[config.mk]
export PLATFORM = sky130hd
export DESIGN_NAME = ps2_host_tx
export DESIGN_NICKNAME = d
export VERILOG_FILES = /design/src/rtl/ps2_pkg.sv /design/src/rtl/ps2_sync_edge.sv /design/src/rtl/ps2_host_tx.sv
export SDC_FILE = /design/constraint.sdc
export NUM_CORES = 1
export LEC_CHECK = 0
export ABC_AREA = 1
export ABC_CLOCK_PERIOD_IN_PS = 4250
export BUFFER_PORTS_ARGS = -buffer_cell sky130_fd_sc_hd__buf_4
export CAP_MARGIN = 20
export CORE_ASPECT_RATIO = 0.7
export CORE_MARGIN = 3
export CORE_UTILIZATION = 65
export DETAILED_ROUTE_END_ITERATION = 6
export GPL_TIMING_DRIVEN = 0
export PLACE_DENSITY = 0.84
export SYNTH_ARGS = -nofsm -noshare
export SYNTH_HDL_FRONTEND = slang
export SYNTH_SLANG_ARGS = --single-unit
[constraint.sdc]
create_clock -name clk -period 4.25 [get_ports clk]
set_input_delay 0.425 -clock clk [delete_from_list [all_inputs] [get_ports clk]]
set_output_delay 0.425 -clock clk [all_outputs]
set_load 0.005 [all_outputs]
[src/rtl/ps2_pkg.sv]
// Shared PS/2 definitions: host-transmit FSM states, common command bytes
// and the odd-parity helper used by the host transmitter.
package ps2_pkg;

  typedef enum logic [2:0] {
    IDLE,
    INHIBIT,
    SHIFT,
    ACK,
    WAIT_IDLE
  } ps2_tx_state_e;

  localparam logic [7:0] PS2_CMD_SET_LED = 8'hED;
  localparam logic [7:0] PS2_CMD_RESET   = 8'hFF;
  localparam logic [7:0] PS2_CMD_ENABLE  = 8'hF4;
  localparam logic [7:0] PS2_ACK         = 8'hFA;

  // Odd parity: the bit that makes the total count of ones in data+parity odd.
  function automatic logic ps2_odd_parity(input logic [7:0] data);
    return ~^data;
  endfunction

endpackage

[src/rtl/ps2_sync_edge.sv]
// Two-flop synchronizer for a raw PS/2 pin with a one-cycle falling-edge pulse.
// Flops reset high to match an idle, released open-collector line.
module ps2_sync_edge (
  input  logic clk,
  input  logic reset,
  input  logic i_raw,
  output logic o_sync,
  output logic o_fall
);

  logic r_meta;
  logic r_sync;
  logic r_prev;

  always_ff @(posedge clk or posedge reset) begin
    if (reset) begin
      r_meta <= 1'b1;
      r_sync <= 1'b1;
      r_prev <= 1'b1;
    end else begin
      r_meta <= i_raw;
      r_sync <= r_meta;
      r_prev <= r_sync;
    end
  end

  assign o_sync = r_sync;
  assign o_fall = r_prev & ~r_sync;

endmodule

[src/rtl/ps2_host_tx.sv]
// Host-to-device PS/2 transmitter: inhibits the bus, shifts one command byte
// out on device clock edges, checks the device ack and reports done/error.
module ps2_host_tx
  import ps2_pkg::*;
#(
  parameter int unsigned INHIBIT_CYCLES = 6000,
  parameter int unsigned TIMEOUT_CYCLES = 750000
) (
  input  logic       clk,
  input  logic       reset,
  input  logic [7:0] tx_data,
  input  logic       tx_valid,
  output logic       tx_ready,
  output logic       tx_busy,
  output logic       tx_done,
  output logic       tx_error,
  input  logic       ps2_clk_in,
  input  logic       ps2_dat_in,
  output logic       ps2_clk_oe,
  output logic       ps2_dat_oe
);

  localparam int unsigned CNT_MAX = (TIMEOUT_CYCLES > INHIBIT_CYCLES) ?
                                    TIMEOUT_CYCLES : INHIBIT_CYCLES;
  localparam int unsigned CW = $clog2(CNT_MAX + 1);

  localparam logic [CW-1:0] CNT_ONE  = CW'(1);
  localparam logic [CW-1:0] INH_LAST = CW'(INHIBIT_CYCLES);
  localparam logic [CW-1:0] INH_DAT  = CW'(INHIBIT_CYCLES - 1);
  localparam logic [CW-1:0] TO_LIM   = CW'(TIMEOUT_CYCLES);

  ps2_tx_state_e r_state;
  ps2_tx_state_e w_state_nx;

  logic [7:0]    r_data;
  logic [7:0]    w_data_nx;
  logic          r_par;
  logic          w_par_nx;
  logic [3:0]    r_bit;
  logic [3:0]    w_bit_nx;
  logic [3:0]    w_bit_inc;
  logic [CW-1:0] r_cnt;
  logic [CW-1:0] w_cnt_nx;
  logic          r_clk_oe;
  logic          w_clk_oe_nx;
  logic          r_dat_oe;
  logic          w_dat_oe_nx;
  logic          r_done;
  logic          w_done_nx;
  logic          r_error;
  logic          w_error_nx;
  logic          w_timeout;
  logic          w_abort;

  logic          w_clk_sync;
  logic          w_clk_fall;
  logic          w_dat_sync;
  logic          w_dat_fall_unused;

  ps2_sync_edge u_clk_sync (
    .clk    (clk),
    .reset  (reset),
    .i_raw  (ps2_clk_in),
    .o_sync (w_clk_sync),
    .o_fall (w_clk_fall)
  );

  ps2_sync_edge u_dat_sync (
    .clk    (clk),
    .reset  (reset),
    .i_raw  (ps2_dat_in),
    .o_sync (w_dat_sync),
    .o_fall (w_dat_fall_unused)
  );

  always_ff @(posedge clk or posedge reset) begin
    if (reset) begin
      r_state  <= IDLE;
      r_data   <= '0;
      r_par    <= 1'b0;
      r_bit    <= '0;
      r_cnt    <= '0;
      r_clk_oe <= 1'b0;
      r_dat_oe <= 1'b0;
      r_done   <= 1'b0;
      r_error  <= 1'b0;
    end else begin
      r_state  <= w_state_nx;
      r_data   <= w_data_nx;
      r_par    <= w_par_nx;
      r_bit    <= w_bit_nx;
      r_cnt    <= w_cnt_nx;
      r_clk_oe <= w_clk_oe_nx;
      r_dat_oe <= w_dat_oe_nx;
      r_done   <= w_done_nx;
      r_error  <= w_error_nx;
    end
  end

  always_comb begin
    w_state_nx  = r_state;
    w_data_nx   = r_data;
    w_par_nx    = r_par;
    w_bit_nx    = r_bit;
    w_cnt_nx    = r_cnt;
    w_clk_oe_nx = r_clk_oe;
    w_dat_oe_nx = r_dat_oe;
    w_done_nx   = 1'b0;
    w_error_nx  = 1'b0;
    w_abort     = 1'b0;
    w_timeout   = (r_cnt >= TO_LIM);
    w_bit_inc   = (r_bit == 4'hF) ? r_bit : r_bit + 4'd1;

    unique case (r_state)
      IDLE: begin
        w_clk_oe_nx = 1'b0;
        w_dat_oe_nx = 1'b0;
        w_bit_nx    = '0;
        w_cnt_nx    = '0;
        if (tx_valid) begin
          w_state_nx  = INHIBIT;
          w_data_nx   = tx_data;
          w_par_nx    = ps2_odd_parity(tx_data);
          w_cnt_nx    = CNT_ONE;
          w_clk_oe_nx = 1'b1;
          w_dat_oe_nx = (INHIBIT_CYCLES <= 1);
        end
      end

      // Counter holds the index of the current inhibit cycle (1-based), so the
      // start bit overlaps the last clock-low cycle by exactly one cycle.
      INHIBIT: begin
        w_cnt_nx = r_cnt + CNT_ONE;
        if (r_cnt >= INH_DAT) begin
          w_dat_oe_nx = 1'b1;
        end
        if (r_cnt >= INH_LAST) begin
          w_state_nx  = SHIFT;
          w_clk_oe_nx = 1'b0;
          w_cnt_nx    = CNT_ONE;
          w_bit_nx    = '0;
        end
      end

      // r_data is consumed LSB-first by shifting right on each data edge.
      SHIFT: begin
        if (w_clk_fall) begin
          w_cnt_nx = CNT_ONE;
          w_bit_nx = w_bit_inc;
          if (w_bit_inc <= 4'd8) begin
            w_dat_oe_nx = ~r_data[0];
            w_data_nx   = {1'b0, r_data[7:1]};
          end else if (w_bit_inc == 4'd9) begin
            w_dat_oe_nx = ~r_par;
          end else begin
            w_dat_oe_nx = 1'b0;
            w_state_nx  = ACK;
          end
        end else if (w_timeout) begin
          w_abort = 1'b1;
        end else begin
          w_cnt_nx = r_cnt + CNT_ONE;
        end
      end

      ACK: begin
        if (w_clk_fall) begin
          if (!w_dat_sync) begin
            w_state_nx = WAIT_IDLE;
            w_cnt_nx   = CNT_ONE;
          end else begin
            w_abort = 1'b1;
          end
        end else if (w_timeout) begin
          w_abort = 1'b1;
        end else begin
          w_cnt_nx = r_cnt + CNT_ONE;
        end
      end

      WAIT_IDLE: begin
        if (w_clk_sync && w_dat_sync) begin
          w_state_nx = IDLE;
          w_done_nx  = 1'b1;
          w_cnt_nx   = '0;
        end else if (w_clk_fall) begin
          w_cnt_nx = CNT_ONE;
        end else if (w_timeout) begin
          w_abort = 1'b1;
        end else begin
          w_cnt_nx = r_cnt + CNT_ONE;
        end
      end

      default: begin
        w_state_nx  = IDLE;
        w_clk_oe_nx = 1'b0;
        w_dat_oe_nx = 1'b0;
      end
    endcase

    if (w_abort) begin
      w_state_nx  = IDLE;
      w_clk_oe_nx = 1'b0;
      w_dat_oe_nx = 1'b0;
      w_cnt_nx    = '0;
      w_error_nx  = 1'b1;
    end
  end

  assign tx_ready   = (r_state == IDLE);
  assign tx_busy    = (r_state != IDLE);
  assign tx_done    = r_done;
  assign tx_error   = r_error;
  assign ps2_clk_oe = r_clk_oe;
  assign ps2_dat_oe = r_dat_oe;

endmodule

### Word-level counts from Yosys, hierarchy flattened

Index checks and enable logic that the tools add are counted.

* bits of input ports: 13
* output and inout port bits: 6
* logic and storage cells: 108
* register bits after elaboration: 45

* add/subtract/negate cells: 2
* eq/ne operators: 22
* bitwise operators: 4
* reduce and logical (&&, ||, !) cells: 16
* order comparisons: 4
* muxes and demuxes: 46

Operator list (count)
* $mux 20: 7
* $pmux 20 s5: 1
* $ge 20x13->1 const B: 2
* $mux 3: 9
* $mux 8: 3
* $add 20x1->20 const B: 1
* $ge 20x20->1 const B: 1
* $ne 3x3->1 const B: 6
* $mux 1: 17
* $pmux 8 s2: 1
* $pmux 3 s5: 1
* $mux 4: 3
* $pmux 4 s3: 1
* $ne 3x2->1 const B: 3
* $pmux 1 s3: 3
* $eq 4x4->1 const B: 2
* $reduce_and 8->1: 1
* $reduce_xnor 8->1: 1
* $eq 3x2->1 const B: 2
* $ne 2x1->1 const B: 3
* $ne 2x2->1 const B: 3
* $reduce_and 2->1: 3
* $reduce_and 3->1: 2
* $reduce_bool 3->1: 2
* other kinds (14): 16

### Depth between registers and ports, before layout

* word-level depth: 8
* depth in mapped cells: 15
* gate-level depth less buffers: 15

### Cells and area by module

A second synthesis with hierarchy kept.

* cells, all modules: 434
* area total of the unflattened synthesis: 3036.7 um^2

By module, submodules not included
* ps2_host_tx: sequential area each 1001.0 um^2, cells an instance 422, area each 2851.5 um^2, times used 1
* ps2_sync_edge: sequential area each 78.8 um^2, cells an instance 6, area each 92.6 um^2, times used 2

### Worst setup path after synthesis

OpenSTA, ideal clock, no wires.

* kind: register to register
* start point: register u_clk_sync.r_prev
* end point: register r_state[1]
* period minus slack after synthesis: 1.691 ns
* stages on the path, launching flop included: 13
* path buffers: 1
* data required time: 4.132 ns
* setup slack: 2.559 ns
* arrival: 1.574 ns
* cell sequence: dfstp_2 > inv_1 > nor2_1 > inv_2 > nand2_4 > inv_6 > nand2_8 > buf_6 > nand3_2 > nand2_2 > nor2_4 > nand3_1 > nand2_1

* word-level cells in the longest chain between the ends: 6

RTL lines
* from (decl): line ps2_sync_edge.sv:13 `logic r_prev;`
* from (signal assigned): line ps2_sync_edge.sv:23 `r_prev <= r_sync;`
* $and 1x1->1 *: line ps2_sync_edge.sv:28 `assign o_fall = r_prev & ~r_sync;`
* $mux 1: line ps2_host_tx.sv:186 `end else if (w_clk_fall) begin`
* $mux 1: line ps2_host_tx.sv:182 `if (w_clk_sync && w_dat_sync) begin`
* $pmux 1 s3: line ps2_host_tx.sv:114 `unique case (r_state)`
* $ne 3x2->1 (no line) or $ne 3x3->1 (tied branches)
* $reduce_and 8->1 (no line)
* to (signal assigned): line ps2_host_tx.sv:88 `r_state <= w_state_nx;`
* to (decl): line ps2_host_tx.sv:32 `ps2_tx_state_e r_state;`

Every way passes the cells marked *; elsewhere a longest branch is shown, timed or not.
A chain may end at the register's enable or synchronous reset.

### Worst setup path in the final report

* start point: register r_cnt[0]
* end point: register r_cnt[12]

* word-level cells in the longest chain between the ends: 7

RTL lines
* from (decl): line ps2_host_tx.sv:42 `logic [CW-1:0] r_cnt;`
* from (signal assigned): line ps2_host_tx.sv:92 `r_cnt <= w_cnt_nx;`
* $ge 20x20->1: line ps2_host_tx.sv:111 `w_timeout = (r_cnt >= TO_LIM);`
* $mux 1: line ps2_host_tx.sv:159, ps2_host_tx.sv:174, ps2_host_tx.sv:188
* $mux 1: line ps2_host_tx.sv:186
* $mux 1: line ps2_host_tx.sv:182
* $pmux 1 s3: line ps2_host_tx.sv:114
* $ne 4x4->1 (no line) or $reduce_bool 6->1 (tied branches)
* $reduce_and 2->1 (no line)

Parallel ways exist; a longest one is shown, timed or not.

==> results.sh <==
export IMPL_worst_skew_pair_late_latency_ns=0.31
export IMPL_setup_viol=0
export IMPL_synth_ff_latch_count=45
export IMPL_wire_length_of_the_first_global_routing_pass_um=14500
export IMPL_gr_usage_met2_pct=46.3
export IMPL_postCtsSetupBuffers=0
export IMPL_areaGrowthSynthToFinish_pct=10.9
export IMPL_antenna_cells=0
export IMPL_power_density_cell_area_nw_per_um2=513
export IMPL_nets=499
export IMPL_cp_data_arrival_time_ns=2.41
export IMPL_chipWidth_um=89.7
export IMPL_ctsLongestPathBuffers=2
export IMPL_detail_route_antenna_nets=0
export IMPL_asyncSetResetFlopFracSynth_pct=100
export IMPL_synth_largest_area_cell="dfrtp_1"
export IMPL_critical_path_startpoint_type="register"
export IMPL_worst_clock_skew_ns=0.00682
export IMPL_clockRootBuffer="clkbuf_8"
export IMPL_port_buffers=18
export IMPL_drt_iter0_drc=281
export IMPL_post_place_cells=541
export IMPL_postSynthAreaPerCell_um2=7.00
export IMPL_timing_max_slew_rel_slack_pct=58.4
export IMPL_drt_vias_per_instance=5.78
export IMPL_clock_sink_count=45
export IMPL_maxCapViolations=0
export IMPL_layout_cells_non_filler=549
export IMPL_sequential_share_of_the_synthesized_area_pct=35.5
export IMPL_synth_cell_types=38
export IMPL_total_grt_usage_pct=31.8
export IMPL_path_class="reg2reg"
export IMPL_worst_endpoint_required_ns=4.46
export IMPL_timing_worst_slew_pin_value_ns=0.624
export IMPL_synth_cell_area_um2=3190
export IMPL_detail_route_wirelength_um=8370
export IMPL_core_rowCount=20
export IMPL_number_of_hold_violations_in_the_final_report=0
export IMPL_final_min_clock_period_ns=2.20
export IMPL_yosys_most_used_dff="dfrtp_1"
export IMPL_final_max_slew_violation_count=0
export IMPL_grt_overflow=0
export IMPL_cp_endpoint_kind="register"
export IMPL_fp_dieArea_um2=5800
export IMPL_fmaxAchievable_ghz=0.454
export IMPL_netlist_instances=456
export IMPL_hold_bufs_inserted_after_cts=0
export IMPL_final_min_period_over_clock_period_pct=51.9
export IMPL_post_place_setup_slack_ns=2.19
export IMPL_post_route_drc_count=0
export IMPL_wl_per_cell_um=15.2
export IMPL_irDropWorstVdd_uv=372
export IMPL_grt_setup_unrepaired="no"
export IMPL_post_synth_main_area_contributors="dfrtp_1, nand2_1, inv_1"
export IMPL_cts_htree_levels=2
export IMPL_commonest_cells_post_synth="nand2_1, inv_1, nor2_1"
export IMPL_met3_track_demand_over_resource_in_global_routing_pct=8.93
export IMPL_reg2reg_from="r_cnt[0]$_DFFE_PP0P_"
export IMPL_global_route_peak_usage_layer="met2"
export IMPL_hold_class="in2async"
export IMPL_detailedPlacementHpwl_um=6420
export IMPL_static_leakage_power_nw=1.75
export IMPL_top_level_ports=19
export IMPL_grt_start_max_net_pins=31
export IMPL_layout_setup_ws_ns=2.05
export IMPL_final_layout_size_suffix_gt1_share_pct=16.1
export IMPL_number_of_nets_in_the_synthesized_netlist=473
export IMPL_run_status="complete, no violations"
export IMPL_die_height_um=64.6
export IMPL_n_fill_cell=327
export IMPL_grt_antenna_before_repair=0
export IMPL_design_core_area_um2=4530
export IMPL_grt_util_met1_pct=46.1
export IMPL_crit_path_max_fanout=8
export IMPL_share_of_yosys_cell_area_claimed_by_the_top_area_cell_type_pct=31.4
export IMPL_gp_congestion=0.968
export IMPL_ctsResizeCount=0
export IMPL_cts_tree="built"
export IMPL_tritoncts_num_buffers=5
export IMPL_number_of_enable_flip_flop_cells_after_synthesis=0
export IMPL_first_global_vias=3018
export IMPL_synth_warnings=0
export IMPL_finalSetupTns_ns=0
export IMPL_synthMostInstantiatedCell="nand2_1"
export IMPL_detailroute_via_count=3172
export IMPL_initial_cell_density_of_the_core_pct=70.4
export IMPL_cp_startpoint="r_cnt[0]$_DFFE_PP0P_"
export IMPL_worst_setup_hold_path_clk_slew_ns=0.09
export IMPL_firstDrtPassIters=5
[power by group]
group / internal (W) / leakage (nW) / switching (W)
Clock: 0.000177 / 0.0554 / 0.000155
Sequential: 0.000514 / 0.587 / 0.0000623
Combinational: 0.000305 / 1.10 / 0.000605
Total: 0.000995 / 1.75 / 0.000822
[worst paths after layout]
check / end / slack [ns] / depth (start not counted)
max: r_cnt[12]$_DFFE_PP0P_ / 2.05 / 14
min: r_cnt[17]$_DFFE_PP0P_ / 0.08 / 2
max reg2reg: r_cnt[12]$_DFFE_PP0P_ / 2.05 / 14
min reg2reg: u_clk_sync.o_sync$_DFF_PP1_ / 0.36 / 0
max in group asynchronous: u_clk_sync.r_prev$_DFF_PP1_ / 3.62 / 3
min in group clk: u_dat_sync.r_meta$_DFF_PP1_ / 0.22 / 1
[layout make-up]
cell class | count | area [um2] | share of cell area (%)
Inverter | 62 | 243 | 6.86
Timing Repair Buffer | 19 | 155 | 4.38
Tap cell | 66 | 82.6 | 2.33
Buffer | 10 | 55.1 | 1.56
Clock buffer | 6 | 72.6 | 2.05
Clock inverter | 2 | 38.8 | 1.10
Sequential cell | 45 | 1130 | 32.0
Multi-Input combinational cell | 339 | 1760 | 49.7
[metal layers]
metal,wire length [um],up-vias
li1,-,1519
met1,3820,1454
met3,933,13
met4,102,0
met5,0,-
met2,3510,186
[flip-flops by register name, summed over array words and instances, names as in the netlist]
register	cells
tx_done	1
tx_error	1
u_clk_sync.r_prev	1
u_dat_sync.r_meta	1
r_state	3
u_dat_sync.o_sync	1
u_clk_sync.o_sync	1
r_data	8
ps2_clk_oe	1
r_cnt	20
r_bit	4
u_clk_sync.r_meta	1
ps2_dat_oe	1
r_par	1
[kinds of logic (layout without fill, tap and decap cells)]
logic type	Yosys count	in the layout	synth area share (%)
buffers and inverters	72	99	9.33
and+or+nand+nor	254	254	38.4
AOI/OAI and AO/OA	69	69	12.0
DFF	45	45	35.5
adders and majority gates	4	4	1.57
xor gates and xnor gates	12	12	3.29
[per-stage QoR]
step / utilization [%] / hold WS (ns) / cell area [um2] / power [W]
final: 78.1 / 0.0809 / 3540 / 0.00182
after global routing: 78.1 / 0.105 / 3540 / 0.00196
after CTS: 78.1 / 0.101 / 3540 / 0.00180
after detailed placement: 75.7 / 0.347 / 3430 / 0.00147
after global placement: 75.2 / 0.346 / 3410 / 0.00143
after floorplan: - / 0.345 / 3190 / 0.00124
[cell usage in the layout (no fill, tap or decap), drive strengths merged]
cell	Yosys	final
dfstp	5	5
nor2	51	51
o21bai	1	1
nand4	9	9
dfrtp	40	40
nand2	144	144
clkinv	0	1
inv	62	62
o22ai	7	7
a31oi	2	2
buf	7	26
or2	1	1
and2	1	1
o21ai	39	39
bufinv	0	1
o211ai	7	7
a21oi	11	11
nor3	12	12
clkbuf	3	9
nand3	36	36
xnor2	3	3
xor2	9	9
a21boi	1	1
a211oi	1	1
ha	4	4
[worst max-delay path: stages (launching register included)]
cell and delay, ns:
dfrtp_1 0.49, ha_1 0.30, nand2_1 0.09, inv_1 0.09
nand2_1 0.15, nor2_2 0.29, inv_1 0.13, nor2_2 0.14
nand3_1 0.11, nand2_1 0.09, nand2_1 0.05, nand2_1 0.06
nand2_1 0.05, nand2_1 0.05, nand2_1 0.04
Note: power is estimated with default switching activity, not from simulation.
